[config.mk]
export PLATFORM = sky130hd
export DESIGN_NAME = hazard_ctrl
export DESIGN_NICKNAME = d
export VERILOG_FILES = /design/src/rtl/hazard_ctrl.sv
export SDC_FILE = /design/constraint.sdc
export NUM_CORES = 1
export LEC_CHECK = 0
export CAP_MARGIN = 20
export CORE_MARGIN = 3
export CORE_UTILIZATION = 47
export DETAILED_ROUTE_END_ITERATION = 16
export PLACE_DENSITY = 0.91
export SLEW_MARGIN = 20
export SYNTH_ARGS = -nofsm -noshare
export SYNTH_HDL_FRONTEND = slang
export SYNTH_SLANG_ARGS = --single-unit
[constraint.sdc]
create_clock -name CLK -period 2.2 [get_ports CLK]
set_input_delay 0.33 -clock CLK [delete_from_list [all_inputs] [get_ports CLK]]
set_output_delay 0.33 -clock CLK [all_outputs]
set_load 0.05 [all_outputs]
[src/rtl/hazard_ctrl.sv]
// Pipeline hazard controller: stage enables, flushes, halt drain sequencing
// and saturating stall/flush performance counters.
module hazard_ctrl #(
  parameter int DRAIN_CYCLES = 2,
  parameter int CNT_W        = 16
) (
  input  logic             CLK,
  input  logic             RST,
  input  logic             ihit,
  input  logic             dhit,
  input  logic [4:0]       id_rs,
  input  logic [4:0]       id_rt,
  input  logic [4:0]       ex_writeReg,
  input  logic             ex_dmemREN,
  input  logic             mem_dmemREN,
  input  logic             mem_dmemWEN,
  input  logic             ex_branch_taken,
  input  logic             id_jump,
  input  logic             mem_halt,
  output logic             pc_en,
  output logic             ifid_en,
  output logic             idex_en,
  output logic             exmem_en,
  output logic             memwb_en,
  output logic             ifid_flush,
  output logic             idex_flush,
  output logic             exmem_flush,
  output logic             halted,
  output logic [CNT_W-1:0] stall_cnt,
  output logic [CNT_W-1:0] flush_cnt
);

  typedef enum logic [1:0] {RUN, DWAIT, DRAIN, HALTED} state_t;

  state_t           state_q, state_d;
  logic [3:0]       drain_q, drain_d;
  logic [CNT_W-1:0] stall_cnt_q, stall_cnt_d;
  logic [CNT_W-1:0] flush_cnt_q, flush_cnt_d;
  logic             dmem_miss, load_use, stall_evt, flush_evt;

  assign dmem_miss = (mem_dmemREN | mem_dmemWEN) & ~dhit;
  assign load_use  = ex_dmemREN && (ex_writeReg != 5'd0) &&
                     ((ex_writeReg == id_rs) || (ex_writeReg == id_rt));

  always_comb begin
    state_d     = state_q;
    drain_d     = drain_q;
    pc_en       = 1'b1;
    ifid_en     = 1'b1;
    idex_en     = 1'b1;
    exmem_en    = 1'b1;
    memwb_en    = 1'b1;
    ifid_flush  = 1'b0;
    idex_flush  = 1'b0;
    exmem_flush = 1'b0;
    flush_evt   = 1'b0;

    if (RST) begin
      {pc_en, ifid_en, idex_en, exmem_en, memwb_en} = 5'b00000;
      {ifid_flush, idex_flush, exmem_flush}         = 3'b111;
    end else if (state_q == HALTED) begin
      {pc_en, ifid_en, idex_en, exmem_en, memwb_en} = 5'b00000;
    end else if (state_q == DRAIN) begin
      pc_en                                 = 1'b0;
      {ifid_flush, idex_flush, exmem_flush} = 3'b111;
      if (drain_q == 4'd0) state_d = HALTED;
      else                 drain_d = drain_q - 4'd1;
    end else if (mem_halt) begin
      pc_en                                 = 1'b0;
      {ifid_flush, idex_flush, exmem_flush} = 3'b111;
      drain_d                               = 4'(DRAIN_CYCLES - 1);
      state_d                               = DRAIN;
    end else if (dmem_miss) begin
      // Frozen pipe: control hazards are re-evaluated once the miss clears.
      {pc_en, ifid_en, idex_en, exmem_en, memwb_en} = 5'b00000;
      state_d                                       = DWAIT;
    end else begin
      state_d = RUN;
      if (ex_branch_taken) begin
        ifid_flush = 1'b1;
        idex_flush = 1'b1;
        flush_evt  = 1'b1;
      end else if (!ihit) begin
        pc_en      = 1'b0;
        ifid_flush = 1'b1;
      end else if (load_use) begin
        pc_en      = 1'b0;
        ifid_en    = 1'b0;
        idex_flush = 1'b1;
      end else if (id_jump) begin
        ifid_flush = 1'b1;
        flush_evt  = 1'b1;
      end
    end

    halted    = (state_q == HALTED) && !RST;
    stall_evt = !pc_en && !halted && (state_q != DRAIN);

    stall_cnt_d = stall_cnt_q;
    if (stall_evt && (stall_cnt_q != {CNT_W{1'b1}}))
      stall_cnt_d = stall_cnt_q + {{(CNT_W-1){1'b0}}, 1'b1};
    flush_cnt_d = flush_cnt_q;
    if (flush_evt && (flush_cnt_q != {CNT_W{1'b1}}))
      flush_cnt_d = flush_cnt_q + {{(CNT_W-1){1'b0}}, 1'b1};
  end

  always_ff @(posedge CLK) begin
    if (RST) begin
      state_q     <= RUN;
      drain_q     <= 4'd0;
      stall_cnt_q <= '0;
      flush_cnt_q <= '0;
    end else begin
      state_q     <= state_d;
      drain_q     <= drain_d;
      stall_cnt_q <= stall_cnt_d;
      flush_cnt_q <= flush_cnt_d;
    end
  end

  assign stall_cnt = stall_cnt_q;
  assign flush_cnt = flush_cnt_q;

endmodule

==> flow_metrics.env <==
export IMPL_status="finished clean"
export IMPL_die_w_microns=73.9
export IMPL_ant_nets=0
export IMPL_path_max_fanout=4
export IMPL_drive_gt1_share_pct=25.1
export IMPL_ff2ff_path_depth=8
export IMPL_ys_types=54
export IMPL_power_density_nw_per_um2=494
export IMPL_clock_latency_ns=0.30
export IMPL_syn_inst=262
export IMPL_hpwl_microns=4350
export IMPL_vias=2306
export IMPL_irDropWorstVdd_mv=0.390
export IMPL_worstSetupPathType="input pin to output pin"
export IMPL_io_pins=66
export IMPL_skew_ns=0.0103
export IMPL_dr_pass1_iters=4
export IMPL_place_gp_congestion=0.835
export IMPL_drv_cap=0
export IMPL_synth_async_reset_ratio_pct=0
export IMPL_synthTopCellsByArea="dfxtp_1 35%, xnor2_1 10%, nor2_1 6.1%"
export IMPL_die_h_microns=73.9
export IMPL_dpl_instance_area_sq_um=3120
export IMPL_tightest_slew_ns=0.524
export IMPL_synth_top_area_share_pct=35.1
export IMPL_synthFlopType="dfxtp_1"
export IMPL_grt_usage_pct=22.1
export IMPL_yosysSeqAreaShare_pct=35.1
export IMPL_setup_violations=0
export IMPL_diodes=0
export IMPL_fill_cells=290
export IMPL_wl_per_cell_microns=16.4
export IMPL_cts_tree="done"
export IMPL_row_count=24
export IMPL_hold_viol=0
export IMPL_syn_nets=291
export IMPL_crit_arrival_ns=1.86
export IMPL_synth_warning_count=0
export IMPL_cts_hold_buf=0
export IMPL_grt_pass1_wl_microns=9470
export IMPL_clkTransAtPathRegs_ns=0.08
export IMPL_hold_path_depth=2
export IMPL_placed_cells=391
export IMPL_multiInputGateArea_sq_um=1510
export IMPL_syn_area_sq_um=2170
export IMPL_synth_seq_cells=38
export IMPL_fp_coreArea_sq_um=4410
export IMPL_grt_pass1_vias=2191
export IMPL_numCtsBuffers=5
export IMPL_dieArea_sq_um=5460
export IMPL_finalNetCount=379
export IMPL_syn2layout_area_growth_pct=56.3
export IMPL_wl_microns=6610
export IMPL_seq_area_sq_um=773
export IMPL_rr_startpoint="stall_cnt[3]"
export IMPL_io_buffers=65
export IMPL_clock_path_buffers=2
export IMPL_avgSynthCellArea_sq_um=8.27
export IMPL_post_route_min_period_ns=2.19
export IMPL_synth_area_leader_cell="dfxtp_1"
export IMPL_r2r_end="stall_cnt[5]"
export IMPL_clockRootBuffer="clkbuf_8"
export IMPL_fin_crit_sh_pct=99.4
export IMPL_fin_cells=403
export IMPL_grt_start_max_net_pins=47
export IMPL_antenna_found_initial=0
export IMPL_synth_edf_count=0
export IMPL_overflow=0
export IMPL_hold_start="flush_cnt[9]"
export IMPL_required_ns=1.87
export IMPL_maxSlewViolCount=0
export IMPL_endpoint_kind="output pin"
export IMPL_start_kind="input pin"
export IMPL_fin_tns_setup_ns=0
export IMPL_min_path_type="flop to flop"
export IMPL_drt_iter0_markers=191
export IMPL_h_tree_depth=2
export IMPL_drc_errors=0
export IMPL_fin_util_pct=76.7
export IMPL_clock_sinks=38
export IMPL_whs_endpoint="flush_cnt[9]"
export IMPL_fmax_mhz=457
export IMPL_final_cell_area_sq_um=3380
export IMPL_start_util_pct=49.1
export IMPL_slew_headroom_pct=65.0
export IMPL_p_leak_nw=1.24
export IMPL_vias_per_cell=5.72
export IMPL_regToRegSetupSlack_ns=0.08
## cell type report
type	count	area share [%]
flip-flops and latches	38	22.8
clock inverters	2	0.370
repair buffers	92	27.4
inverters	4	0.444
clock buffers	6	2.44
multi-input cells	209	44.6
well taps	52	1.92
## synth_stat cells, drive strengths merged (5+ instances only)
library cell / instances
a21oi: 13
buf: 6
clkbuf: 6
dfxtp: 38
nand2: 24
nand3: 12
nor2: 36
nor2b: 5
nor3: 9
nor4: 8
o21ai: 11
or4: 6
xnor2: 25
## power breakdown
part	switching (mW)	total (mW)	internal, mW
Clock	0.256	0.508	0.252
Combinational	0.234	0.432	0.198
Sequential	0.0230	0.731	0.708
## worst max path at each step
| stage | cells after the start | slack (ns) | endpoint | start |
|---|---|---|---|---|
| floorplan | 5 | -0.14 | ifid_flush | ex_writeReg[1] |
| global placement | 7 | -0.39 | ifid_en | ex_writeReg[1] |
| detailed placement | 9 | -0.47 | stall_cnt[5] | ex_writeReg[0] |
| CTS | 8 | 0.006 | flush_cnt[11] | mem_dmemWEN |
| global route | 8 | -0.02 | flush_cnt[15] | mem_dmemREN |
| finish | 8 | 0.01 | pc_en | id_rt[3] |
## what timing repair did
action,in CTS,in global routing
cloned,0,1
setup buffers,2,1
pin swaps,18,18
setup endpoints to repair,21,28
resized for setup,31,25
## logic make-up (layout without fill, tap and decap cells)
family                     Yosys count  after routing  synth area share (%)
and+or+nand+nor                    126            126                  30.8
AOI/OAI and AO/OA                   49             50                  16.3
DFF                                 38             38                  35.1
xor gates and xnor gates            27             27                  10.9
buffers and inverters               16            104                  3.64
adders and majority gates            4              4                  2.31
muxes                                2              2                 0.924
## through the flow
stage               worst slack, ns  power (mW)  hold slack, ns
global route                -0.0237        1.72           0.525
global placement             -0.386        1.12           0.476
finish                       0.0134        1.67           0.498
floorplan                    -0.142       0.958           0.463
detailed placement           -0.469        1.14           0.488
CTS                         0.00602        1.64           0.500
## registers in the layout (all words and copies together), names as in the netlist
signal,flops
flush_cnt,16
stall_cnt,16
drain_q,4
state_q,2
## worst max-delay path: stages
cell           delay, ns
dlygate4sd2_1       0.24
xnor2_1             0.18
nand3_1             0.19
o22ai_4             0.29
nand2_4             0.12
buf_6               0.14
o21a_4              0.20
buf_12              0.15
## placed cells by master, fill, tap and decap left out, types with 3 or more instances in the layout
cell type        instances
xnor2_2                  4
dfxtp_2                 10
nand2_1                 23
inv_1                    4
o31ai_1                  4
nand4_1                  4
xnor2_1                 21
dlygate4sd2_1            8
buf_12                   7
nand3_1                 11
ha_1                     4
a21oi_1                 10
nor3_1                   9
dfxtp_1                 28
nand3b_1                 4
buf_4                   26
o21ai_0                  4
clkdlybuf4s50_1         40
nor2b_1                  5
dlymetal6s2s_1           3
nor4_1                   6
o21ai_1                  5
nor2_1                  35
or4_1                    5
nand2b_1                 3
buf_6                    3
clkbuf_8                 6
## layer usage
metal  global-route usage (%)  routed length (microns)
met2                     41.6                     3550
met4                     7.85                      163
met1                     24.2                     2520
met5                        0                        0
met3                     4.38                      373
No activity file was read; power rests on OpenSTA's default activity.
